File: src/rtl/dcache_evict_unit_pkg.sv
// Shared definitions for the d$ eviction path and the write buffer it feeds.
// Holds physical address/word widths, the line label width helper, and the
// eviction FSM state encoding so both sides agree on one {label, data} line layout.
package dcache_evict_unit_pkg;

   localparam int PHYS_WIDTH      = 32;
   localparam int WORD_WIDTH      = 32;
   localparam int DEF_LINE_WIDTH  = 256;
   localparam int DEF_INDEX_WIDTH = 7;
   localparam int DEF_WAY_NUM     = 2;

   typedef logic [PHYS_WIDTH-1:0] phys_t;

   // Eviction FSM encoding, kept as plain constants for older consumers
   typedef logic [1:0] ev_state_t;
   localparam ev_state_t EV_IDLE  = 2'd0;
   localparam ev_state_t EV_READ  = 2'd1;
   localparam ev_state_t EV_DRAIN = 2'd2;
   localparam ev_state_t EV_PUSH  = 2'd3;

   // Select/counter width that never collapses to zero bits
   function automatic int cnt_width(input int n);
      return (n > 1) ? $clog2(n) : 1;
   endfunction

   // Number of byte-offset bits inside a line
   function automatic int line_byte_offset(input int line_width);
      return $clog2(line_width / 8);
   endfunction

   localparam int LINE_BYTE_OFFSET = line_byte_offset(DEF_LINE_WIDTH);
   localparam int DEF_LABEL_WIDTH  = PHYS_WIDTH - LINE_BYTE_OFFSET;

endpackage

File: src/rtl/dcache_evict_unit_if.sv
// Bundle of every signal between the eviction unit and its neighbours:
// d$ eviction request, d$ data RAM read port, write-buffer push port, refill query.
// master = d$/RAM/write-buffer side, slave = the eviction unit.
interface dcache_evict_unit_if
   import dcache_evict_unit_pkg::*;
#(
   parameter int LINE_WIDTH  = DEF_LINE_WIDTH,
   parameter int INDEX_WIDTH = DEF_INDEX_WIDTH,
   parameter int WAY_NUM     = DEF_WAY_NUM,
   parameter int LABEL_WIDTH = PHYS_WIDTH - line_byte_offset(LINE_WIDTH)
);
   localparam int WORDS = LINE_WIDTH / WORD_WIDTH;
   localparam int CNT_W = cnt_width(WORDS);
   localparam int WAY_W = cnt_width(WAY_NUM);

   // eviction request from the d$
   logic                         evict_req;
   logic [LABEL_WIDTH-1:0]       evict_label;
   logic [INDEX_WIDTH-1:0]       evict_index;
   logic [WAY_W-1:0]             evict_way;
   logic                         evict_ready;
   logic                         evict_done;
   // d$ data RAM read port
   logic                         ram_en;
   logic [WAY_W-1:0]             ram_way;
   logic [INDEX_WIDTH+CNT_W-1:0] ram_addr;
   logic [WORD_WIDTH-1:0]        ram_rdata;
   // write-buffer push port
   logic [LABEL_WIDTH+LINE_WIDTH-1:0] pline;
   logic                         push;
   logic                         pushed;
   // refill address check
   logic [LABEL_WIDTH-1:0]       query_label;
   logic                         query_hit;

   modport master (
      output evict_req, evict_label, evict_index, evict_way,
      input  evict_ready, evict_done,
      input  ram_en, ram_way, ram_addr,
      output ram_rdata,
      input  pline, push,
      output pushed,
      output query_label,
      input  query_hit
   );

   modport slave (
      input  evict_req, evict_label, evict_index, evict_way,
      output evict_ready, evict_done,
      output ram_en, ram_way, ram_addr,
      input  ram_rdata,
      output pline, push,
      input  pushed,
      input  query_label,
      output query_hit
   );

endinterface

File: src/rtl/dcache_evict_unit.sv
// Reads a dirty victim line word-by-word from the d$ data RAM and pushes {label, data} to the write buffer.
// Latency: req at T, RAM reads T+1..T+WORDS, push first asserted at T+WORDS+2.
// Backpressure: holds push/pline stable until pushed; no timeout, evict_ready low until the line is taken.
// Ports: clk, rst (sync, active-high), bus (slave): evict_req/label/index/way -> evict_ready/done,
//        ram_en/way/addr <- ram_rdata, pline/push <- pushed, query_label -> query_hit.
module dcache_evict_unit
   import dcache_evict_unit_pkg::*;
#(
   parameter int LINE_WIDTH  = DEF_LINE_WIDTH,
   parameter int INDEX_WIDTH = DEF_INDEX_WIDTH,
   parameter int WAY_NUM     = DEF_WAY_NUM,
   parameter int LABEL_WIDTH = PHYS_WIDTH - line_byte_offset(LINE_WIDTH)
) (
   input  logic               clk,
   input  logic               rst,
   dcache_evict_unit_if.slave bus
);

   localparam int WORDS = LINE_WIDTH / WORD_WIDTH;
   localparam int CNT_W = cnt_width(WORDS);
   localparam int WAY_W = cnt_width(WAY_NUM);
   localparam logic [CNT_W-1:0] LAST_WORD = CNT_W'(WORDS - 1);

   ev_state_t              state;
   logic [CNT_W-1:0]       word_cnt;
   logic [LABEL_WIDTH-1:0] label_q;
   logic [INDEX_WIDTH-1:0] index_q;
   logic [WAY_W-1:0]       way_q;
   logic [WORD_WIDTH-1:0]  data_q [WORDS];
   logic [LINE_WIDTH-1:0]  line_data;
   logic                   rd_active;
   logic                   push_active;

   always_ff @(posedge clk) begin
      if (rst) begin
         state    <= EV_IDLE;
         word_cnt <= '0;
         label_q  <= '0;
         index_q  <= '0;
         way_q    <= '0;
         for (int i = 0; i < WORDS; i++) begin
            data_q[i] <= '0;
         end
      end else begin
         case (state)
            EV_IDLE: begin
               if (bus.evict_req) begin
                  label_q  <= bus.evict_label;
                  index_q  <= bus.evict_index;
                  way_q    <= bus.evict_way;
                  word_cnt <= '0;
                  state    <= EV_READ;
               end
            end
            EV_READ: begin
               // RAM data lags the address by one cycle, so this cycle's
               // rdata belongs to the previous word
               if (word_cnt != '0) begin
                  data_q[word_cnt - 1'b1] <= bus.ram_rdata;
               end
               if (word_cnt == LAST_WORD) begin
                  word_cnt <= '0;
                  state    <= EV_DRAIN;
               end else begin
                  word_cnt <= word_cnt + 1'b1;
               end
            end
            EV_DRAIN: begin
               // last word arrives after the final read
               data_q[WORDS-1] <= bus.ram_rdata;
               state           <= EV_PUSH;
            end
            EV_PUSH: begin
               if (bus.pushed) begin
                  state <= EV_IDLE;
               end
            end
            default: begin
               state <= EV_IDLE;
            end
         endcase
      end
   end

   // word 0 (lowest address) lands in the line LSBs
   always_comb begin
      line_data = '0;
      for (int i = 0; i < WORDS; i++) begin
         line_data[WORD_WIDTH*i +: WORD_WIDTH] = data_q[i];
      end
   end

   assign rd_active   = (state == EV_READ);
   assign push_active = (state == EV_PUSH);

   assign bus.evict_ready = (state == EV_IDLE);
   assign bus.evict_done  = push_active && bus.pushed;
   assign bus.ram_en      = rd_active;
   assign bus.ram_way     = way_q;
   assign bus.ram_addr    = rd_active ? {index_q, word_cnt} : '0;
   assign bus.pline       = {label_q, line_data};
   assign bus.push        = push_active;
   // label_q is only meaningful while a line is in flight
   assign bus.query_hit   = (state != EV_IDLE) && (bus.query_label == label_q);

endmodule

File: src/flat_wrapper.sv
// flat-port wrapper written by rule: the top's interface ports become plain ports
module dcache_evict_unit_flat import dcache_evict_unit_pkg::*;
#(
   parameter int LINE_WIDTH  = DEF_LINE_WIDTH,
   parameter int INDEX_WIDTH = DEF_INDEX_WIDTH,
   parameter int WAY_NUM     = DEF_WAY_NUM,
   parameter int LABEL_WIDTH = PHYS_WIDTH - line_byte_offset(LINE_WIDTH)
)
  (clk, rst, bus_evict_req, bus_evict_label, bus_evict_index, bus_evict_way, bus_evict_ready, bus_evict_done, bus_ram_en, bus_ram_way, bus_ram_addr, bus_ram_rdata, bus_pline, bus_push, bus_pushed, bus_query_label, bus_query_hit);
  dcache_evict_unit_if #(.LINE_WIDTH(LINE_WIDTH), .INDEX_WIDTH(INDEX_WIDTH), .WAY_NUM(WAY_NUM), .LABEL_WIDTH(LABEL_WIDTH)) bus_i ();
  input  logic clk;
  input  logic rst;
  input wire logic [$bits(bus_i.evict_req)-1:0] bus_evict_req;
  input wire logic [$bits(bus_i.evict_label)-1:0] bus_evict_label;
  input wire logic [$bits(bus_i.evict_index)-1:0] bus_evict_index;
  input wire logic [$bits(bus_i.evict_way)-1:0] bus_evict_way;
  output wire logic [$bits(bus_i.evict_ready)-1:0] bus_evict_ready;
  output wire logic [$bits(bus_i.evict_done)-1:0] bus_evict_done;
  output wire logic [$bits(bus_i.ram_en)-1:0] bus_ram_en;
  output wire logic [$bits(bus_i.ram_way)-1:0] bus_ram_way;
  output wire logic [$bits(bus_i.ram_addr)-1:0] bus_ram_addr;
  input wire logic [$bits(bus_i.ram_rdata)-1:0] bus_ram_rdata;
  output wire logic [$bits(bus_i.pline)-1:0] bus_pline;
  output wire logic [$bits(bus_i.push)-1:0] bus_push;
  input wire logic [$bits(bus_i.pushed)-1:0] bus_pushed;
  input wire logic [$bits(bus_i.query_label)-1:0] bus_query_label;
  output wire logic [$bits(bus_i.query_hit)-1:0] bus_query_hit;
  assign bus_i.evict_req = bus_evict_req;
  assign bus_i.evict_label = bus_evict_label;
  assign bus_i.evict_index = bus_evict_index;
  assign bus_i.evict_way = bus_evict_way;
  assign bus_evict_ready = bus_i.evict_ready;
  assign bus_evict_done = bus_i.evict_done;
  assign bus_ram_en = bus_i.ram_en;
  assign bus_ram_way = bus_i.ram_way;
  assign bus_ram_addr = bus_i.ram_addr;
  assign bus_i.ram_rdata = bus_ram_rdata;
  assign bus_pline = bus_i.pline;
  assign bus_push = bus_i.push;
  assign bus_i.pushed = bus_pushed;
  assign bus_i.query_label = bus_query_label;
  assign bus_query_hit = bus_i.query_hit;
  dcache_evict_unit #(.LINE_WIDTH(LINE_WIDTH), .INDEX_WIDTH(INDEX_WIDTH), .WAY_NUM(WAY_NUM), .LABEL_WIDTH(LABEL_WIDTH)) u_core (.clk(clk), .rst(rst), .bus(bus_i));
endmodule
File: config.mk
export PLATFORM = sky130hd
export DESIGN_NAME = dcache_evict_unit_flat
export DESIGN_NICKNAME = d
export VERILOG_FILES = /design/src/rtl/dcache_evict_unit_pkg.sv /design/src/rtl/dcache_evict_unit_if.sv /design/src/rtl/dcache_evict_unit.sv /design/src/flat_wrapper.sv
export SDC_FILE = /design/constraint.sdc
export NUM_CORES = 1
export LEC_CHECK = 0
export CORE_ASPECT_RATIO = 0.5
export CORE_UTILIZATION = 46
export CTS_CLUSTER_SIZE = 28
export DETAILED_ROUTE_END_ITERATION = 10
export HOLD_SLACK_MARGIN = 0.03
export PLACE_DENSITY = 0.81
export SYNTH_ARGS = -nofsm -noshare
export SYNTH_HDL_FRONTEND = slang
export SYNTH_SLANG_ARGS = --single-unit
File: constraint.sdc
create_clock -name clk -period 3.2 [get_ports clk]
set_input_delay 0.32 -clock clk [delete_from_list [all_inputs] [get_ports clk]]
set_output_delay 0.32 -clock clk [all_outputs]
set_load 0.05 [all_outputs]
==> results.json, run 1 <==
{
  "result_of_the_run": "finished clean",
  "antenna_cells": 0,
  "timing.setup.tns_ns": 0,
  "post_synth_fa_ha_maj_area_fraction_pct": 0.8600,
  "drcViolationCount": 0,
  "layout_filler_cell_count": 1683,
  "sequential_cell_area_um2": 8488,
  "synth_seq_area_share_pct": 72.93,
  "ys_seq_elements": 296,
  "synthesis.nets": 906,
  "vias": 7772,
  "crit_arrival_ns": 2.36,
  "synth_warnings": 0,
  "finClkSkew_ns": 0.01587,
  "drt-vias-per-instance": 4.982,
  "cp-start-kind": "flop",
  "cts_root_buf": "sky130_fd_sc_hd__clkbuf_16",
  "placement.setup.worst_slack_ns": 0.6587,
  "endpoint_kind": "output port",
  "drv_cap": 0,
  "min-delay-path-class": "input port to flop",
  "synthToLayoutAreaGrowth_pct": 45.46,
  "number_of_cells_upsized_or_downsized_after_cts": 0,
  "vdd.ir_drop.worst_mv": 0.3561,
  "dp_hpwl_um": 23530,
  "totalPowerFinal_uw": 10690,
  "worst_ep_required_time_ns": 2.88,
  "die-height_um": 114.5,
  "post_route_cells_drive_above_1_share_pct": 9.069,
  "finalNetCount": 1309,
  "post_layout_min_period_ns": 2.676,
  "firstDrtPassIters": 4,
  "cts.sinks": 296,
  "power_leakage_uw": 0.006193,
  "total_core_area_um2": 24420,
  "gate_count_of_the_mapped_netlist": 800,
  "routed_wire_length_per_instance_um": 21.24,
  "die_span_in_x_um": 227.0,
  "max_fanout_on_critical_path": 13,
  "ant_nets": 0,
  "synth_compound_area_share_pct": 2.010,
  "clk_path_buf_depth": 3,
  "worstMarginPinSlew_ns": 1.150,
  "cts.clk_slew.worst_paths_ns": 0.07,
  "clkLatencyLatePin_ns": 0.55,
  "main_combinational_cell_family_by_area_after_synthesis": "simple AND/OR/NAND/NOR gates",
  "rsz_0062_raised_after_global_routing": "false",
  "final_cell_mix": "sky130_fd_sc_hd__clkdlybuf4s50_1 (394), sky130_fd_sc_hd__edfxtp_1 (256), sky130_fd_sc_hd__and2_1 (234)",
  "worst-setup-path-type": "flop to output port",
  "grt_pass1_vias": 7809,
  "ios": 397,
  "grt_usage_pct": 25.20,
  "synthTopCellsByArea": "sky130_fd_sc_hd__edfxtp_1 (66%), sky130_fd_sc_hd__and2_1 (13%), sky130_fd_sc_hd__dfxtp_1 (6.9%), sky130_fd_sc_hd__nor3b_2 (3.2%), sky130_fd_sc_hd__nand2_1 (2.4%)",
  "multi_input_area_um2": 2979,
  "gp_routability_congestion": 0.8661,
  "initial_utilization_pct": 47.65,
  "layout.cells.most_common": "sky130_fd_sc_hd__clkdlybuf4s50_1",
  "buffers_added_on_ports": 396,
  "power.density_cell_area_nw_per_um2": 631.4,
  "post-route-worst-setup-slack_ns": 0.5241,
  "worst_hold_margin_ns": 0.3202,
  "setup_viol": 0,
  "num_rows": 40,
  "routed_wirelength_um": 33140,
  "grt_first_pass_wirelength_um": 47750,
  "fmax_ghz": 0.3737,
  "grt_antenna_before_repair": 0,
  "synthDistinctLibCells": 29,
  "synth_xor_xnor_area_share_pct": 2.182,
  "post_synth.cell_area_avg_um2": 14.55,
  "cts_max_level": 1,
  "finalMaxSlewViolations": 0,
  "hold_buffers": 0,
  "globalRouteOverflowTotal": 0,
  "synth.area.mux_share_pct": 0.08600,
  "post-synth-top-area-fraction_pct": 66.05,
  "dr.first_iter.drc_count": 474,
  "netlist_area_um2": 11640,
  "tritoncts": "yes",
  "tritoncts.num_buffers": 27,
  "hold_viol_final": 0,
  "design.die.area_um2": 25980,
  "timing.slew.headroom_pct": 23.14,
  "fin_util_pct": 69.32,
  "grt_start_max_net_pins": 52,
  "layout_worst_path_cycle_share_pct": 83.62,
  "post-cts-setup-buffer-count": 0,
  "synth_simple_gate_area_share_pct": 20.18,
  "synthDominantAreaCellType": "sky130_fd_sc_hd__edfxtp_1"
}
[logic make-up after synthesis]
logic type,Yosys count
buffers and inverters,48
adder cells (fa/ha/maj),8
AO/OA/AOI/OAI,42
XOR/XNOR,29
AND/OR/NAND/NOR,376
flip-flops,296
multiplexers,1
[metrics by stage]
step                      instance area, um2  cells
final                                  16930   1560
after global routing                   16930   1560
after floorplan                        11640    800
after CTS                              16930   1560
after detailed placement               16090   1510
after global placement                 16090   1510
[power by group]
group          internal [uW]  switching [uW]  leakage, uW
clock                   1700            1410     0.000428
sequential              4530             176      0.00297
combinational            883            1980      0.00279
[cells in the mapped netlist]
cell                       number
sky130_fd_sc_hd__nor4_1         5
sky130_fd_sc_hd__nor3b_2       30
sky130_fd_sc_hd__xnor2_1       13
sky130_fd_sc_hd__o31a_1         1
sky130_fd_sc_hd__clkbuf_1      37
sky130_fd_sc_hd__o221a_2        1
sky130_fd_sc_hd__nor2_1        13
sky130_fd_sc_hd__nor3b_1        2
sky130_fd_sc_hd__a211oi_1       1
sky130_fd_sc_hd__mux2i_1        1
sky130_fd_sc_hd__nand2_1       73
sky130_fd_sc_hd__a32oi_1        3
sky130_fd_sc_hd__a21oi_1       35
sky130_fd_sc_hd__dfxtp_1       40
sky130_fd_sc_hd__inv_2          1
sky130_fd_sc_hd__o21ai_0        1
sky130_fd_sc_hd__xor2_1        16
sky130_fd_sc_hd__nand4_1        4
sky130_fd_sc_hd__or2_2          7
sky130_fd_sc_hd__buf_2          1
sky130_fd_sc_hd__nor2b_1        1
sky130_fd_sc_hd__buf_6          3
sky130_fd_sc_hd__or4_4          2
sky130_fd_sc_hd__and2_1       234
sky130_fd_sc_hd__edfxtp_1     256
sky130_fd_sc_hd__ha_1           8
sky130_fd_sc_hd__nor3_2         3
sky130_fd_sc_hd__inv_1          6
sky130_fd_sc_hd__nand2b_1       2
[critical path: stages (launching register included)]
cell                              delay (ns)
sky130_fd_sc_hd__dfxtp_1                0.40
sky130_fd_sc_hd__ha_1                   0.21
sky130_fd_sc_hd__buf_4                  0.22
sky130_fd_sc_hd__and2_1                 0.16
sky130_fd_sc_hd__clkdlybuf4s50_1        0.82
[registers in the layout, summed over array words and instances (netlist names)]
| name | flops |
|---|---|
| u_core.bus.ram_way | 1 |
| u_core.data_q | 256 |
| u_core.index_q | 7 |
| u_core.label_q | 27 |
| u_core.state | 2 |
| u_core.word_cnt | 3 |
[final cells by class]
type	instances	share of cell area, %
Timing Repair Buffer	415	24.67
Tap cell	336	2.483
Inverter	7	0.1552
Multi-Input combinational cell	456	17.60
Clock inverter	16	0.6356
Clock buffer	34	4.323
Sequential cell	296	50.14
[routing by layer]
metal | track usage [%] | vias to the layer above | routed length [um] | share of wire, %
met5 | 0 | - | 0 | 0
met4 | 9.128 | 0 | 1163 | 3.5
met3 | 4.465 | 70 | 2113 | 6.4
met2 | 45.93 | 307 | 17540 | 53
met1 | 30.08 | 3820 | 12320 | 37
li1 | - | 3575 | - | -
[path summary, 6_finish.rpt]
check                                  startpoint                              end  slack [ns]  cells after the start
setup / recovery     u_core.state[0]$_SDFFE_PP0P_                  bus_ram_addr[3]        0.52                      4
hold / removal                bus_evict_label[12]  u_core.label_q[12]$_SDFFE_PP0P_        0.32                      3
setup reg to reg  u_core.word_cnt[0]$_SDFFE_PP0P_   u_core.data_q[7][17]$_DFFE_PP_        0.63                      7
hold reg to reg    u_core.index_q[1]$_SDFFE_PP0P_   u_core.index_q[1]$_SDFFE_PP0P_        0.45                      2
No activity file was read; power rests on OpenSTA's default activity.
==> run 2, diff against run 1 <==
--- a/config.mk
+++ b/config.mk
@@ -6,11 +6,11 @@
 export NUM_CORES = 1
 export LEC_CHECK = 0
 export CORE_ASPECT_RATIO = 0.5
-export CORE_UTILIZATION = 46
+export CORE_UTILIZATION = 41
 export CTS_CLUSTER_SIZE = 28
 export DETAILED_ROUTE_END_ITERATION = 10
 export HOLD_SLACK_MARGIN = 0.03
-export PLACE_DENSITY = 0.81
+export PLACE_DENSITY = 0.76
 export SYNTH_ARGS = -nofsm -noshare
 export SYNTH_HDL_FRONTEND = slang
 export SYNTH_SLANG_ARGS = --single-unit
==> constraint.sdc (replaced) <==
create_clock -name clk -period 2.4 [get_ports clk]
set_input_delay 0.24 -clock clk [delete_from_list [all_inputs] [get_ports clk]]
set_output_delay 0.24 -clock clk [all_outputs]
set_load 0.05 [all_outputs]
==> run 2 against run 1 <==
Effect of this change: global-route usage down 1.6 points; die area up 12%; sequential share of layout area down 0.65 points; clock power up 33%; flip-flop and latch count unchanged; clock-buffer cell count down 3; cell count up 3.6%; critical path type unchanged; critical endpoint is now bus_evict_done.
==> results.json, run 2 (synthesis gave the netlist of run 1 again) <==
{
  "rsz_0062_raised_after_global_routing": "false",
  "final_cell_mix": "sky130_fd_sc_hd__clkdlybuf4s50_1 (382), sky130_fd_sc_hd__edfxtp_1 (256), sky130_fd_sc_hd__and2_1 (234)",
  "worst-setup-path-type": "flop to output port",
  "grt_pass1_vias": 7872,
  "cts_root_buf": "sky130_fd_sc_hd__clkbuf_16",
  "clkLatencyLatePin_ns": 0.55,
  "cts_max_level": 1,
  "layout.cells.most_common": "sky130_fd_sc_hd__clkdlybuf4s50_1",
  "max_stage_delay_ns": 0.80,
  "power_leakage_uw": 0.006299,
  "grt_start_max_net_pins": 65,
  "synthToLayoutAreaGrowth_pct": 47.45,
  "worst_ep_required_time_ns": 2.16,
  "routed_wirelength_um": 34860,
  "gp_routability_congestion": 0.8075,
  "cts.sinks": 296,
  "layout_filler_cell_count": 2079,
  "post_route_cells_drive_above_1_share_pct": 10.37,
  "number_of_flip_flops_in_the_largest_register": 256,
  "grt_usage_pct": 23.61,
  "ant_nets": 0,
  "sequential_cell_area_um2": 8493,
  "endpoint_kind": "output port",
  "fmax_ghz": 0.4286,
  "grt_antenna_before_repair": 0,
  "vdd.ir_drop.worst_mv": 0.5401,
  "drcViolationCount": 0,
  "num_rows": 43,
  "multi_input_area_um2": 3033,
  "dp_hpwl_um": 24590,
  "critPathSlowestCell": "sky130_fd_sc_hd__clkdlybuf4s50_1",
  "hold_buffers": 0,
  "place_inst": 1568,
  "buffers_added_on_ports": 396,
  "dr.first_iter.drc_count": 445,
  "crit_arrival_ns": 2.09,
  "finalMaxSlewViolations": 0,
  "finClkSkew_ns": 0.01476,
  "tritoncts.num_buffers": 26,
  "vias": 7898,
  "initial_utilization_pct": 41.84,
  "die-height_um": 121.1,
  "globalRouteOverflowTotal": 0,
  "cells_along_the_critical_path": "ha_1, and2_1, clkdlybuf4s50_1",
  "design.die.area_um2": 29110,
  "grt_first_pass_wirelength_um": 50180,
  "post_layout_min_period_ns": 2.333,
  "hold_viol_final": 0,
  "tritoncts": "yes",
  "clk_path_buf_depth": 3,
  "firstDrtPassIters": 6,
  "power.density_cell_area_nw_per_um2": 836.8,
  "timing.critical_path.buf_inv": 1,
  "timing.setup.tns_ns": 0,
  "routed_wire_length_per_instance_um": 21.57,
  "drv_cap": 0,
  "die_span_in_x_um": 240.3,
  "critical_path.top_delay_family": "buffers and inverters",
  "fin_util_pct": 61.70,
  "cp-start-kind": "flop",
  "top_regs": "u_core.data_q x256, u_core.label_q x27, u_core.index_q x7",
  "ios": 397,
  "drt-vias-per-instance": 4.887,
  "finalNonFillerCells": 1616,
  "min-delay-path-class": "input port to flop",
  "worstMarginPinSlew_ns": 0.8038,
  "total_core_area_um2": 27820,
  "largest-register": "u_core.data_q",
  "max_fanout_on_critical_path": 4,
  "result_of_the_run": "finished clean",
  "cts.clk_slew.worst_paths_ns": 0.07,
  "setup_viol": 0,
  "antenna_cells": 0,
  "finalNetCount": 1320,
  "timing.slew.headroom_pct": 46.41,
  "layout_worst_path_cycle_share_pct": 97.22
}
==> run 2: changes by cell type in the layout (fill, tap and decap cells not counted), sizes merged <==
cell and delta:
buf +12, clkdlybuf4s50 -12, dlygate4sd2 +12, clkinvlp +5, inv -4, clkbuf -3
bufinv +1, clkinv -1
==> run 2: final cells by class <==
type | count | share of cell area, %
repair buffers | 427 | 25.07
inverters | 7 | 0.1531
clock buffers | 31 | 4.024
clock inverters | 17 | 0.8093
flip-flops and latches | 296 | 49.49
well taps | 382 | 2.785
multi-input cells | 456 | 17.67
==> run 2: routing by layer <==
metal	vias to the layer above	track usage, %	part of all wire (%)
met1	3978	28.71	39
li1	3597	-	-
met5	-	0	0
met4	0	9.634	4.2
met3	80	4.026	4.7
met2	243	41.84	52
==> run 2: power breakdown <==
group	switching (uW)	internal, uW
logic	2700	1230
clock network	1890	2270
registers	221	6050
total	4810	9550
==> run 2: metrics by stage <==
step	hold slack (ns)	total power (uW)	area, um2	setup slack, ns
after floorplan	0.3760	8799	11680	0.01224
after global placement	0.4387	10240	16320	0.1399
after detailed placement	0.4518	10320	16320	0.06178
after CTS	0.1796	14430	17150	0.0003868
after global routing	0.2066	14830	17160	0.001368
final	0.1990	14360	17160	0.06660
==> run 2: path summary, 6_finish.rpt <==
kind	slack (ns)	cells after the start	end	start
max	0.07	3	bus_evict_done	u_core.state[0]$_SDFFE_PP0P_
min reg2reg	0.45	2	u_core.index_q[0]$_SDFFE_PP0P_	u_core.index_q[0]$_SDFFE_PP0P_
min	0.20	2	u_core.data_q[7][3]$_DFFE_PP_	rst
max reg2reg	0.12	7	u_core.data_q[7][0]$_DFFE_PP_	u_core.word_cnt[0]$_SDFFE_PP0P_
==> run 2: timing repair <==
item / 4_1_cts / 5_1_grt
pin swaps: 4 / 1
cloned: 0 / 0
setup endpoints to repair: 14 / 43
gates resized for setup: 17 / 2
setup buffers: 0 / 0
==> run 3, diff against run 2 <==
--- a/config.mk
+++ b/config.mk
@@ -10,7 +10,7 @@
 export CTS_CLUSTER_SIZE = 28
 export DETAILED_ROUTE_END_ITERATION = 10
 export HOLD_SLACK_MARGIN = 0.03
-export PLACE_DENSITY = 0.76
+export PLACE_DENSITY = 0.82
 export SYNTH_ARGS = -nofsm -noshare
 export SYNTH_HDL_FRONTEND = slang
 export SYNTH_SLANG_ARGS = --single-unit
==> run 3 against run 2 <==
Effect of this change: non-clock buffer count fell by 1; maximum frequency grew 0.31%; clock power up 8.9%; die area is the same; power is 2.8% higher; largest power group unchanged; combinational power hardly changed; flip-flop and latch count stayed put; critical endpoint is now bus_query_hit.
==> results.json, run 3 (synthesis gave the netlist of run 1 again) <==
{
  "rsz_0062_raised_after_global_routing": "true",
  "drcViolationCount": 0,
  "die-height_um": 121.1,
  "max_fanout_on_critical_path": 3,
  "cp-endpoint": "bus_query_hit",
  "worst_ep_required_time_ns": 2.16,
  "seq_power_share_pct": 42.6,
  "setup_viol": 0,
  "largest-register": "u_core.data_q",
  "grt_antenna_before_repair": 0,
  "gp_routability_congestion": 0.8595,
  "power_switching_uw": 4876,
  "power_leakage_uw": 0.006379,
  "cp-start-kind": "flop",
  "dp_hpwl_um": 24450,
  "final_area_um2": 17260,
  "ant_nets": 0,
  "tritoncts.num_buffers": 27,
  "grt_start_max_net_pins": 78,
  "grt_pass1_vias": 8070,
  "buffers_added_on_ports": 396,
  "layout_worst_path_cycle_share_pct": 96.92,
  "worst-setup-path-type": "flop to output port",
  "vias": 7923,
  "crit_start": "u_core.label_q[22]$_SDFFE_PP0P_",
  "die_span_in_x_um": 240.3,
  "drt-vias-per-instance": 4.897,
  "clk_path_buf_depth": 3,
  "endpoint_kind": "output port",
  "initial_utilization_pct": 41.84,
  "critical_path.reg2reg.endpoint": "u_core.data_q[7][28]$_DFFE_PP_",
  "timing.slew.headroom_pct": 36.95,
  "place_inst": 1566,
  "ios": 397,
  "crit_arrival_ns": 2.09,
  "final_cell_mix": "sky130_fd_sc_hd__clkdlybuf4s50_1 (381), sky130_fd_sc_hd__edfxtp_1 (256), sky130_fd_sc_hd__and2_1 (234)",
  "top_regs": "u_core.data_q x256, u_core.label_q x27, u_core.index_q x7",
  "grt_usage_pct": 23.07,
  "vdd.ir_drop.worst_mv": 0.4808,
  "sequential_cell_area_um2": 8494,
  "post_layout_min_period_ns": 2.326,
  "total_core_area_um2": 27820,
  "detailed_place.area_um2": 16270,
  "cts_max_level": 1,
  "power.share.combinational_pct": 26.7,
  "finalNetCount": 1321,
  "fmax_ghz": 0.4299,
  "cts.sinks": 296,
  "cts.clk_slew.worst_paths_ns": 0.07,
  "num_rows": 43,
  "multi_input_area_um2": 3063,
  "finalMaxSlewViolations": 0,
  "min-delay-path-class": "input port to flop",
  "power.share.switching_pct": 33.02,
  "layout_filler_cell_count": 2058,
  "power.density_cell_area_nw_per_um2": 855.4,
  "result_of_the_run": "finished clean",
  "antenna_cells": 0,
  "cts_root_buf": "sky130_fd_sc_hd__clkbuf_16",
  "post_route_cells_drive_above_1_share_pct": 11.17,
  "finClkSkew_ns": 0.01681,
  "ff2ff_path_depth": 6,
  "power.clock.fraction_pct": 30.7,
  "synthToLayoutAreaGrowth_pct": 48.30,
  "worstMarginPinSlew_ns": 0.9457,
  "internal_power_uw": 9889,
  "reg2reg_from": "u_core.word_cnt[1]$_SDFFE_PP0P_",
  "hold_viol_final": 0,
  "tritoncts": "yes",
  "firstDrtPassIters": 5,
  "finalNonFillerCells": 1618,
  "drv_cap": 0,
  "reg2reg_setup_slack_ns": 0.10,
  "routed_wire_length_per_instance_um": 21.25,
  "number_of_flip_flops_in_the_largest_register": 256,
  "design.die.area_um2": 29110,
  "globalRouteOverflowTotal": 0,
  "clkLatencyLatePin_ns": 0.56,
  "routed_wirelength_um": 34390,
  "dr.first_iter.drc_count": 582,
  "grt_first_pass_wirelength_um": 49270,
  "layout.cells.most_common": "sky130_fd_sc_hd__clkdlybuf4s50_1"
}
-- run 3: power groups by stage --
stage | logic (uW) | clock network (uW) | registers, uW
final | 3950 | 4530 | 6290
after floorplan | 1100 | 0 | 7700
after global routing | 4120 | 4780 | 6330
after CTS | 3910 | 4590 | 6290
after global placement | 3830 | 0 | 6380
after detailed placement | 3910 | 0 | 6380
-- run 3: worst min-delay path by stage --
| stage | from | endpoint | depth (start not counted) |
|---|---|---|---|
| final | bus_evict_index[4] | u_core.index_q[4]$_SDFFE_PP0P_ | 3 |
| after global routing | bus_evict_index[6] | u_core.index_q[6]$_SDFFE_PP0P_ | 3 |
| after CTS | bus_evict_label[8] | u_core.label_q[8]$_SDFFE_PP0P_ | 3 |
| after detailed placement | u_core.index_q[1]$_SDFFE_PP0P_ | u_core.index_q[1]$_SDFFE_PP0P_ | 2 |
| after global placement | u_core.index_q[6]$_SDFFE_PP0P_ | u_core.index_q[6]$_SDFFE_PP0P_ | 2 |
| after floorplan | bus_evict_index[0] | u_core.index_q[0]$_SDFFE_PP0P_ | 2 |
-- run 3: per-layer routing --
metal | wire length [um] | GRT usage (%)
met5 | 0 | 0
met4 | 1414 | 10.07
met3 | 1860 | 3.640
met2 | 18050 | 41.84
met1 | 13070 | 27.19
-- run 3: through the flow --
step	TNS [ns]	utilization [%]	hold slack [ns]	worst slack (ns)	total power (uW)
floorplan	0	-	0.3760	0.01224	8799
global placement	0	58.49	0.4372	0.1083	10210
detailed placement	0	58.49	0.4430	0.1169	10290
CTS	-0.05223	61.93	0.2123	-0.05223	14790
global route	-0.09409	62.05	0.2345	-0.09409	15230
finish	0	62.05	0.2344	0.07384	14760
-- run 3: what timing repair did --
item	CTS	global route
hold buffers	1	0
endpoints found under the hold margin	2	0
cloned	0	1
setup endpoints to repair	13	23
pin swaps	3	1
resized for setup	18	7
setup buffers	0	0
-- run 3: area by class of cell --
type                            count  area share (%)
Clock buffer                       37           4.480
Clock inverter                     13          0.9351
Inverter                            7          0.1522
Multi-Input combinational cell    457           17.75
Sequential cell                   296           49.21
Tap cell                          382           2.769
Timing Repair Buffer              426           24.70
-- run 3: worst max-delay path, cell delays in order (launching register included) --
cell	delay (ns)
sky130_fd_sc_hd__dfxtp_2	0.34
sky130_fd_sc_hd__xor2_1	0.18
sky130_fd_sc_hd__nor4_4	0.27
sky130_fd_sc_hd__buf_4	0.14
sky130_fd_sc_hd__nand4_1	0.17
sky130_fd_sc_hd__nor4_4	0.25
sky130_fd_sc_hd__buf_12	0.18
